<file path="src/rtl/ik_request_sequencer.sv">
// ik_request_sequencer: valid/ready front end that holds IK kernel inputs for LATENCY cycles and registers its results.
// Optional IK_REACH_CHECK_EN rejects out-of-reach or zero targets with out_err instead of running the kernel.
module ik_request_sequencer #(
    parameter int BIT_WIDTH = 32,
    parameter int FRACTIONS = 15,
    parameter int LATENCY   = 100,
    parameter int LAT_W     = 8,
    parameter int CNT_W     = 16
) (
    input  logic                 clock,
    input  logic                 rst,
    input  logic                 in_valid,
    output logic                 in_ready,
    input  logic [BIT_WIDTH-1:0] in_x,
    input  logic [BIT_WIDTH-1:0] in_y,
    output logic [BIT_WIDTH-1:0] core_x,
    output logic [BIT_WIDTH-1:0] core_y,
    input  logic [BIT_WIDTH-1:0] core_theta1,
    input  logic [BIT_WIDTH-1:0] core_theta2,
    output logic                 out_valid,
    input  logic                 out_ready,
    output logic [BIT_WIDTH-1:0] out_theta1,
    output logic [BIT_WIDTH-1:0] out_theta2,
    output logic                 busy,
`ifdef IK_REACH_CHECK_EN
    output logic                 out_err,
`endif
    output logic [CNT_W-1:0]     txn_cnt
);
    typedef enum logic [1:0] {IDLE, RUN, OUT} state_t;

    if ((LATENCY < 1) || (LATENCY >= (1 << LAT_W)) || (FRACTIONS >= BIT_WIDTH - 1)) begin : g_bad_param
        $error("ik_request_sequencer: illegal LATENCY/LAT_W/FRACTIONS");
    end

    state_t               state_q, state_d;
    logic [LAT_W-1:0]     cnt_q, cnt_d;
    logic [BIT_WIDTH-1:0] core_x_q, core_x_d, core_y_q, core_y_d;
    logic [BIT_WIDTH-1:0] theta1_q, theta1_d, theta2_q, theta2_d;
    logic                 out_valid_q, out_valid_d;
    logic [CNT_W-1:0]     txn_cnt_q, txn_cnt_d;
    logic                 err_q, err_d;
    logic                 accept, reject;

    assign in_ready = !rst && ((state_q == IDLE) || ((state_q == OUT) && out_ready));
    assign accept   = in_valid && in_ready;

`ifdef IK_REACH_CHECK_EN
    localparam logic [BIT_WIDTH-2:0] REACH_MAX = (BIT_WIDTH-1)'(23) << FRACTIONS;
    logic [BIT_WIDTH-2:0] mag_x, mag_y;
    assign mag_x   = in_x[BIT_WIDTH-2:0];
    assign mag_y   = in_y[BIT_WIDTH-2:0];
    assign reject  = (mag_x > REACH_MAX) || (mag_y > REACH_MAX) || ((mag_x == '0) && (mag_y == '0));
    assign out_err = err_q;
`else
    assign reject  = 1'b0;
`endif

    always_comb begin
        state_d     = state_q;
        cnt_d       = cnt_q;
        core_x_d    = core_x_q;
        core_y_d    = core_y_q;
        theta1_d    = theta1_q;
        theta2_d    = theta2_q;
        out_valid_d = out_valid_q;
        txn_cnt_d   = txn_cnt_q;
        err_d       = err_q;
        if (state_q == RUN) begin
            if (cnt_q == '0) begin
                theta1_d    = core_theta1;
                theta2_d    = core_theta2;
                err_d       = 1'b0;
                out_valid_d = 1'b1;
                txn_cnt_d   = txn_cnt_q + CNT_W'(1);
                state_d     = OUT;
            end else begin
                cnt_d = cnt_q - LAT_W'(1);
            end
        end
        if ((state_q == OUT) && out_ready) begin
            out_valid_d = 1'b0;
            state_d     = IDLE;
        end
        // Accept overrides the retire above so OUT->RUN needs no bubble
        if (accept && reject) begin
            theta1_d    = '0;
            theta2_d    = '0;
            err_d       = 1'b1;
            out_valid_d = 1'b1;
            txn_cnt_d   = txn_cnt_q + CNT_W'(1);
            state_d     = OUT;
        end else if (accept) begin
            core_x_d = in_x;
            core_y_d = in_y;
            cnt_d    = LAT_W'(LATENCY - 1);
            state_d  = RUN;
        end
    end

    always_ff @(posedge clock or posedge rst) begin
        if (rst) begin
            state_q     <= IDLE;
            cnt_q       <= '0;
            core_x_q    <= '0;
            core_y_q    <= '0;
            theta1_q    <= '0;
            theta2_q    <= '0;
            out_valid_q <= 1'b0;
            txn_cnt_q   <= '0;
            err_q       <= 1'b0;
        end else begin
            state_q     <= state_d;
            cnt_q       <= cnt_d;
            core_x_q    <= core_x_d;
            core_y_q    <= core_y_d;
            theta1_q    <= theta1_d;
            theta2_q    <= theta2_d;
            out_valid_q <= out_valid_d;
            txn_cnt_q   <= txn_cnt_d;
            err_q       <= err_d;
        end
    end

    assign core_x     = core_x_q;
    assign core_y     = core_y_q;
    assign out_theta1 = theta1_q;
    assign out_theta2 = theta2_q;
    assign out_valid  = out_valid_q;
    assign txn_cnt    = txn_cnt_q;
    assign busy       = (state_q == RUN);

`ifndef IK_REACH_CHECK_EN
    logic unused_err;
    assign unused_err = err_q ^ reject;
`endif
endmodule

</file>
<file path="config.mk">
export PLATFORM = sky130hd
export DESIGN_NAME = ik_request_sequencer
export DESIGN_NICKNAME = d
export VERILOG_FILES = /design/src/rtl/ik_request_sequencer.sv
export SDC_FILE = /design/constraint.sdc
export NUM_CORES = 1
export LEC_CHECK = 0
export BUFFER_PORTS_ARGS = -buffer_cell sky130_fd_sc_hd__buf_2
export CORE_MARGIN = 5
export CORE_UTILIZATION = 47
export CTS_CLUSTER_SIZE = 40
export DETAILED_ROUTE_END_ITERATION = 12
export GPL_TIMING_DRIVEN = 0
export PLACE_DENSITY = 0.88
export RECOVER_POWER = 50
export SLEW_MARGIN = 20
export SYNTH_ARGS = -nofsm -noshare
export SYNTH_HDL_FRONTEND = slang
export SYNTH_SLANG_ARGS = --single-unit
export TNS_END_PERCENT = 10
</file>
<file path="constraint.sdc">
create_clock -name clock -period 13.65 [get_ports clock]
set_input_delay 0.6825 -clock clock [delete_from_list [all_inputs] [get_ports clock]]
set_output_delay 0.6825 -clock clock [all_outputs]
set_load 0.005 [all_outputs]
</file>
==> results.md <==
- Final slew viol count: 158
- Num rows: 41
- First-pass GRT wire length: between 20 and 30 mm
- Worst clock skew: 5.715 ps
- Final nets: 963
- Clock-pin slew on the worst setup and hold paths: 60 ps
- Power per Cell Area: 194.1 nW/µm²
- Worst-path fanout max: 95
- Post-synth top area cell: dfrtp_1
- Failing checks: max-capacitance violations, max-slew violations
- CTS tree: done
- Setup TNS: 0 ps
- Syn Area/Cell: 11.46 µm²
- Highest clock rate: 154.1 MHz
- Synthesized Nets: 665
- Vias: 4913
- Synth cell count leaders: 207 x nand2_1, 155 x dfrtp_1, 64 x mux2_2
- Peak supply drop: 0.0001311 V
- Post-cts hold buffer count: 0
- Core area: 12620 µm²
- Drt via density: 4.855
- CP required: 13020 ps
- Library cells used by synthesis: 36
- Clock Power Share: 0.296
- Total gr overflow: 0
- Critical path class: in2async
- Sequential area share after synthesis: 0.6386
- Wire per inst: 16.29 µm
- Switching share of power: 0.2911
- IO Port Bufs: 278
- Status: finished, violations left
- Drt initial violations: 303
- Top-count cell post-synth: nand2_1
- Tmin final: about 6500 ps
- Vias in the first global route: slightly above 5000
- Max Root-Sink Buffers: 2
- Initial Util: 0.4813
- Ports: 279
- CP endpoint kind: asynchronous set/reset pin
- Gate Count Post-Synth: 530
- R2r setup slk: 11140 ps
- Number of synthesized flops with an enable pin: 0
- Slew HR: -2.214
- DIE HEIGHT: 123.7 µm
- Die ar.: 15300 µm²
- Num CTS Buffers: 17
- Crit path DAT: 5860 ps
- Final Util: 0.6503
- Post-route DRC: 0
- Clock Tree Root: clkbuf_16
- Largest net degree at the start of global routing: 96
- Die Wd: ~120 µm
- P_int: 1129 µW
- Final setup fails: 0
- Initial antenna violation count: 1
- P_leak: 0.004185 µW
- Final HPWL DP: about 13 mm
- Crit path launch type: primary input
- Min-delay worst type: in2reg
- DRT Pass-1 Iters: 4
- Post-synthesis cell area: 6073 µm²
- Top-area cell type share of the netlist area: 0.6386
- RePlAce Congestion: ~0.8
- Layout cells sized above 1: 0.3897
- Main synth FF type: dfrtp_1
- RSZ-0062 raised after global routing: no
- Latest clock arrival within the worst-skew pair: 410 ps
- CTS sink count: 155
- Seq pwr share: 0.446
- Final hold viol count: 0
- Psw: around 460 µW
- Synth async-reset ratio: 1.000
- Synth top area cells: dfrtp_1 64%, nand2_1 13%, mux2_2 12%
- Detail Route Antenna Nets: 0
- Flops & latches, synth: 155
- Final Cycle Share: 0.4755
- CTS H-tree lvls: 4
- Max Cap Violations: 2
- Tot GR Track Use: 0.2159
- Ys Warns: 0
- Postcts setup bufs: 0
- Combinational group share of total power: 0.257
- Area Overhead vs Synth: 35.13%
- Resized Gates After CTS: 0
- Routed WL: 16.48 mm
- Slew @ Worst Pin: 4821 ps
[logic make-up (layout without fill, tap and decap cells)]
group,count (synthesis),count (layout),synth area share
AO/OA/AOI/OAI,8,8,0.01216
XOR/XNOR,17,17,0.02452
adder cells (fa/ha/maj),3,3,0.006181
buffers and inverters,29,338,0.01978
flip-flops,155,155,0.6386
multiplexers,66,66,0.1220
other,0,1,0
AND/OR/NAND/NOR,252,252,0.1768
[final timing paths]
| kind | start | cells after the start | to |
|---|---|---|---|
| max reg2reg | cnt_q[0] | 8 | out_theta2[2] |
| min reg2reg | txn_cnt[15] | 1 | txn_cnt[15] |
| max in group clock | cnt_q[0] | 8 | out_theta2[2] |
| min in group asynchronous | rst | 2 | txn_cnt[3] |
| max | rst | 3 | out_theta1[26] |
| min | core_theta1[16] | 3 | out_theta1[16] |
[stage by stage]
stage               area, µm²  std cells  total power [µW]  hold slack, ps  worst slack, ps
CTS                      8307       1011              1626           329.6            11070
global route             8207       1012              1696           449.0             5672
global placement         7680        980              1118           452.6             7056
finish                   8207       1012              1593           455.8             7159
floorplan                6073        530             913.0           464.7             8789
detailed placement       7715        981              1146           457.0            11020
[state kept, by name, summed over array words and instances, names as in the netlist]
signal	flops
cnt_q	8
out_theta1	32
out_valid	1
txn_cnt	16
core_y	32
state_q	2
out_theta2	32
core_x	32
[metal layers]
layer,part of all wire,vias up,wire length (µm),GRT usage
li1,-,2322,-,-
met1,0.36,2350,5987,0.2384
met2,0.51,221,8471,0.3802
met3,0.10,20,1708,0.08311
met4,0.019,0,315,0.07336
met5,0,-,0,0
[worst max-delay path: stages]
cell	delay, ps
clkbuf_1	130
clkinvlp_2	1480
clkbuf_1	3450
[cell usage in the layout, fill, tap and decap left out, types with 5 or more instances in the layout]
master / instances
nand4_1: 5
nand2_1: 207
buf_2: 229
and3_1: 6
xnor2_1: 14
mux2_2: 64
dfrtp_1: 155
clkbuf_1: 75
clkbuf_16: 17
nand3_1: 12
[area by class of cell]
| type | count | area [µm²] |
|---|---|---|
| Fill cell | 1042 | 4413 |
| Multi-Input combinational cell | 346 | 2074 |
| Antenna cell | 1 | 2.502 |
| Clock buffer | 22 | 474.2 |
| Buffer | 23 | 97.59 |
| Clock inverter | 8 | 117.6 |
| Tap cell | 172 | 215.2 |
| Inverter | 6 | 23.77 |
| Timing Repair Buffer | 279 | 1323 |
| Sequential cell | 155 | 3879 |
[power by group through the flow]
stage	combinational, µW	sequential [µW]	clock [µW]
floorplan	194	719	0
global placement	415	703	0
detailed placement	433	712	0
CTS	435	709	482
global route	461	731	504
finish	410	711	472
(Power assumes the default switching activity.)
